### src/rtl/fd_pipe_ce.sv
// Elastic register pipeline with bubble collapse and a global clock enable.
// Define FD_PIPE_CNT_EN to add the registered stage-occupancy output CNT.

module fd_pipe_ce_stage #(
  parameter int WIDTH = 4
) (
  input  logic             C,
  input  logic             CLR,
  input  logic             adv,
  input  logic             uv,
  input  logic [WIDTH-1:0] ud,
  output logic             val,
  output logic [WIDTH-1:0] data
);
  // Data only loads under a valid upstream so an empty advance keeps the old word.
  always_ff @(posedge C) begin
    if (CLR) begin
      val  <= 1'b0;
      data <= '0;
    end else if (adv) begin
      val <= uv;
      if (uv) data <= ud;
    end
  end
endmodule

module fd_pipe_ce #(
  parameter int WIDTH = 4,
  parameter int DEPTH = 2
) (
  input  logic             C,
  input  logic             CLR,
  input  logic             CE,
  input  logic             DV,
  input  logic [WIDTH-1:0] D,
  output logic             DR,
  output logic             QV,
  output logic [WIDTH-1:0] Q,
  input  logic             QR
`ifdef FD_PIPE_CNT_EN
  ,
  output logic [$clog2(DEPTH+1)-1:0] CNT
`endif
);
  logic [DEPTH-1:0]            val, adv, uv;
  logic [DEPTH-1:0][WIDTH-1:0] data, ud;

  // Ready ripples back from the output so empty stages absorb stalls.
  for (genvar i = 0; i < DEPTH; i++) begin : g_stg
    if (i == DEPTH-1) begin : g_last
      assign adv[i] = CE & (~val[i] | QR);
    end else begin : g_mid
      assign adv[i] = CE & (~val[i] | adv[i+1]);
    end
    if (i == 0) begin : g_head
      assign uv[i] = DV;
      assign ud[i] = D;
    end else begin : g_body
      assign uv[i] = val[i-1];
      assign ud[i] = data[i-1];
    end
  end

  fd_pipe_ce_stage #(.WIDTH(WIDTH)) u_stg [DEPTH-1:0] (
    .C    (C),
    .CLR  (CLR),
    .adv  (adv),
    .uv   (uv),
    .ud   (ud),
    .val  (val),
    .data (data)
  );

  assign DR = adv[0] & ~CLR;
  assign QV = val[DEPTH-1];
  assign Q  = data[DEPTH-1];

`ifdef FD_PIPE_CNT_EN
  localparam int CW = $clog2(DEPTH+1);
  logic [DEPTH-1:0] val_nxt;
  logic [CW-1:0]    cnt_nxt;

  always_comb begin
    val_nxt = '0;
    cnt_nxt = '0;
    for (int i = 0; i < DEPTH; i++) begin
      val_nxt[i] = adv[i] ? uv[i] : val[i];
      cnt_nxt    = cnt_nxt + CW'(val_nxt[i]);
    end
  end

  always_ff @(posedge C) begin
    if (CLR) CNT <= '0;
    else     CNT <= cnt_nxt;
  end
`endif
endmodule

### config.mk
export PLATFORM = sky130hd
export DESIGN_NAME = fd_pipe_ce
export DESIGN_NICKNAME = d
export VERILOG_FILES = /design/src/rtl/fd_pipe_ce.sv
export SDC_FILE = /design/constraint.sdc
export NUM_CORES = 1
export LEC_CHECK = 0
export BUFFER_PORTS_ARGS = -buffer_cell sky130_fd_sc_hd__buf_2
export CAP_MARGIN = 0
export CORE_AREA = 8 8 45 47
export DETAILED_ROUTE_END_ITERATION = 10
export DIE_AREA = 0 0 53 55
export PLACE_DENSITY = 0.54
export SKIP_CTS_REPAIR_TIMING = 1
export SYNTH_ARGS = -nofsm -noshare
export SYNTH_HDL_FRONTEND = slang
export SYNTH_HIERARCHICAL = 1
export SYNTH_SLANG_ARGS = --single-unit
### constraint.sdc
create_clock -name C -period 1.5 [get_ports C]
set_input_delay 0.075 -clock C [delete_from_list [all_inputs] [get_ports C]]
set_output_delay 0.075 -clock C [all_outputs]
set_load 0.02 [all_outputs]
==> Yosys cells after proc, flatten, opt, wreduce, memory -nomap -nowiden <==
Cells that the tools add are included.
Widths: inputs -> output; s select.
{ "word_totals": {"regBits": 10, "latch_bits": 0, "mem_bits_rw": 0, "rom_bits": 0, "inputBits": 9, "out_inout_bits": 6, "elab_cells": 14, "memories": 0} }
{ "op_classes": {"add_sub_neg": 0, "mul": 0, "n_div": 0, "order_cmp": 0, "n_eq_ne": 0, "n_shift": 0, "mux": 0, "n_bitwise": 8, "reduce_logical": 2} }
{ "ops": {"columns": ["cell", "count"], "rows": [
  ["$reduce_and 2->1", 2],
  ["$and 1x1->1", 3],
  ["$not 1->1", 3],
  ["$or 1x1->1", 2]
]} }

==> Longest topological paths before layout <==
{ "logic_depth": {"ltp_word": 6, "depth_mapped": 5} }

==> Modules after synthesis <==
Netlist, hierarchy kept.
{ "modules_own_cells": {"columns": ["mod", "n_inst", "cells_per_inst", "area_each_um2", "seq_area_each_um2"], "rows": [
  ["fd_pipe_ce_stage", 2, 21, 210.2, 100.1],
  ["fd_pipe_ce", 1, 5, 33.8, 0.0]
]} }

==> Least setup slack after synthesis <==
OpenSTA, ideal clock, no wires.
{ "synth_path": {"kind": "reg-to-reg", "startpoint": "register u_stg[1].val", "endpoint": "register u_stg[0].data[0]", "setup_time_ps": 70, "arrival_ps": 1134, "setup_slack_ps": 297, "stages_incl_launch_ff": 6, "path_buffers": 1, "synth_period_minus_slack_ps": 1203, "path_cell_list": "dfxtp_1 -> nand3b_1 -> and2_1 -> buf_6 -> a21bo_1 -> a21oi_1"} }
{ "synth_via": {"elab_chain_len": 6} }
{ "synth_lines": {"columns": ["element", "line", "source"], "rows": [
  ["start, declared", "12", "output logic val,"],
  ["start signal, assigned", "21", "val <= uv;"],
  ["$not 1->1", "51", "assign adv[i] = CE & (~val[i] | QR);"],
  ["$or 1x1->1", "51", null],
  ["$and 1x1->1", "51", null],
  ["$or 1x1->1", "53", "assign adv[i] = CE & (~val[i] | adv[i+1]);"],
  ["$and 1x1->1", "53", null],
  ["net adv[0]", "45", "logic [DEPTH-1:0] val, adv, uv;"],
  ["$reduce_and 2->1 (no line)", null, null],
  ["end signal, assigned", "22", "if (uv) data <= ud;"],
  ["end, declared", "13", "output logic [WIDTH-1:0] data"]
]} }
The timed path passes the listed nets, and every way through them passes these cells.
A chain may end at the register's enable or synchronous reset.

==> Final worst setup path <==
Ends and elaborated chain as after synthesis.

==> results.toml <==
[synth]
synth_ff_type = "dfxtp_1"
synth-xor-area-share = 0
synth_warnings = 6
ys_ff_latch = 10
yosys.area.top_type = "dfxtp_1"
synth_edf_count = 0
synth_compound_area_frac = 0.281
synth_simple_gate_area_share = 0.154
synth-seq-area-share = 0.441
synth_top_family_by_area = "compound AO/OA/AOI/OAI gates"
synth_cell_types = 13
synthesis.nets = 56
yosys.area_share.adder = 0
yosys.area.top_type_share = 0.441
synth_common_cells = "dfxtp_1 (10), a21bo_1 (8), a21oi_1 (8), nand3_1 (8)"
synth.avg_cell_area_um2 = 9.66
syn-cell-area_um2 = 454
synth.most_common_cell = "dfxtp_1"
synthTopCellsByArea = "dfxtp_1 (44%), a21bo_1 (18%), a21oi_1 (8.8%)"
synth_cells = 47
async_flop_share = 0
synth.area.mux_share = 0.0441

[timing]
maxSlewViolCount = 0
finalSetupTns_ns = 0
grt_setup_unrepaired = "no"
worst_slew_pin_slew_ns = 0.305
fmax_mhz = 876
hold_ws_ns = 0.0552
fin_ws_ns = 0.358
fin_crit_ns = 1.14
finalHoldViolCount = 0
setup_viol = 0
final.setup_skew_ns = 0.00287
slew_headroom = 0.796
period_share = 0.761

[cts]
clk_latency_ns = 0.26
cts_buffers = 3
clock_path_buffers = 2
cts.sinks = 10
cts_htree_levels = 1
cts_tree = "done"
clkTransAtPathRegs_ns = 0.07
clockRootBuffer = "clkbuf_4"

[die]
die_x_um = 53
core_area_mm2 = 0.00138
start_util = 0.328
die_y_um = 55
die-area_mm2 = 0.00292
rows = 14
num_io_pins = 15

[global_routing]
grt_pass1_wl_um = 1580
antenna_found_initial = 0
grt_overflow_total = 0
grt_pass1_vias = 372
grt_util_all_layers = 0.0746
grt_max_degree = 12

[setup_path]
cp.required_ns = 1.69
cp.arrival_ns = 1.34
cp_slowest_cell = "dfxtp_1"
max_stage_delay_ns = 0.36
path_cells = "nand3b_1 > and2_1 > a21bo_1 > a21oi_1"
worstSetupPathType = "reg -> reg"
critPathLaunchType = "flip-flop"
endpoint_kind = "flip-flop"
crit_fanout = 9

[placed_design]
dp_slack_ns = 0.371
place.gp.congestion = 0.720
placed_area_um2 = 527
post-dp-hpwl_um = 685
port-buffer-count = 14

[finish]
area_growth_pct = 24.0
fill_cells = 157
n_antenna_cell = 0
seq_area_um2 = 200
layout-drive-gt1-share = 0.317
nNetsFinal = 73
final_cell_area_um2 = 563
multi_input_area_um2 = 218

[detailed_routing]
wl_per_cell_um = 11.8
vias = 370
dr.pass1.iters = 2
vias_per_cell = 4.68
postRouteAntennaNets = 0
drtIter0Drc = 5
drc_errors = 0
wirelength_um = 930

[flow_run]
maxCapViolCount = 0

[power_and_ir_drop]
p_leak_nw = 0.255
power.total_mw = 0.581
ir_worst_vdd_uv = 370
power_density_mw_per_mm2 = 1030

[run_status]
status = "finished, final reports clean"

[min_path]
hold_class = "in -> reg"
-- cell families after synthesis --
family | Yosys count
AND/OR/NAND/NOR | 13
buffers and inverters | 5
AO/OA/AOI/OAI | 17
multiplexers | 2
flip-flops | 10
-- sequential cells by signal (all words and copies together) (netlist names) --
| signal | count |
|---|---|
| u_stg/data | 8 |
| u_stg/val | 2 |
-- metal layers --
metal	vias to the layer above	track usage	wire length, µm
met5	-	0	0
met4	0	0.0776	19
met3	2	0.0321	79
met2	9	0.0957	381
met1	162	0.0876	450
li1	197	-	-
-- where the power goes --
group	internal, mW	switching (mW)
Combinational	0.0270	0.0325
Clock	0.147	0.0959
Sequential	0.274	0.00449
Total	0.448	0.133
-- final cells by class --
type | instances | share of cell area
Clock buffer | 4 | 0.0644
Inverter | 1 | 0.00667
Multi-Input combinational cell | 32 | 0.387
Sequential cell | 10 | 0.356
Tap cell | 16 | 0.0356
Timing Repair Buffer | 16 | 0.151
-- final timing paths --
kind,from,end,slack [ns],cells after the start
worst max-delay path,u_stg[1]/val$_SDFFE_PP0P_,u_stg[0]/data[0]$_SDFFE_PP0P_,0.36,4
worst min-delay path,D[2],u_stg[0]/data[2]$_SDFFE_PP0P_,0.06,3
worst max register to register,u_stg[1]/val$_SDFFE_PP0P_,u_stg[0]/data[0]$_SDFFE_PP0P_,0.36,4
worst min register to register,u_stg[0]/data[1]$_SDFFE_PP0P_,u_stg[1]/data[1]$_SDFFE_PP0P_,0.47,2
-- critical path, delay by kind of cell, from the launching register on --
family	cells	cell delay, ns
DFF	1	0.36
AOI/OAI and AO/OA	2	0.36
and+or+nand+nor	2	0.35
-- metrics by stage --
step,utilization,cells
finish,0.407,79
global placement,0.381,75
CTS,0.407,79
global route,0.407,79
detailed placement,0.381,75
floorplan,-,47
-- placed cells by master (no fill, tap or decap), drive strengths merged --
cell type  count
dfxtp         10
clkbuf         4
a21boi         1
mux2i          2
a21oi          8
and2           1
nand3          8
a21bo          8
nand3b         1
and3b          1
buf           16
inv            1
nor2           2
(Power assumes the default switching activity.)
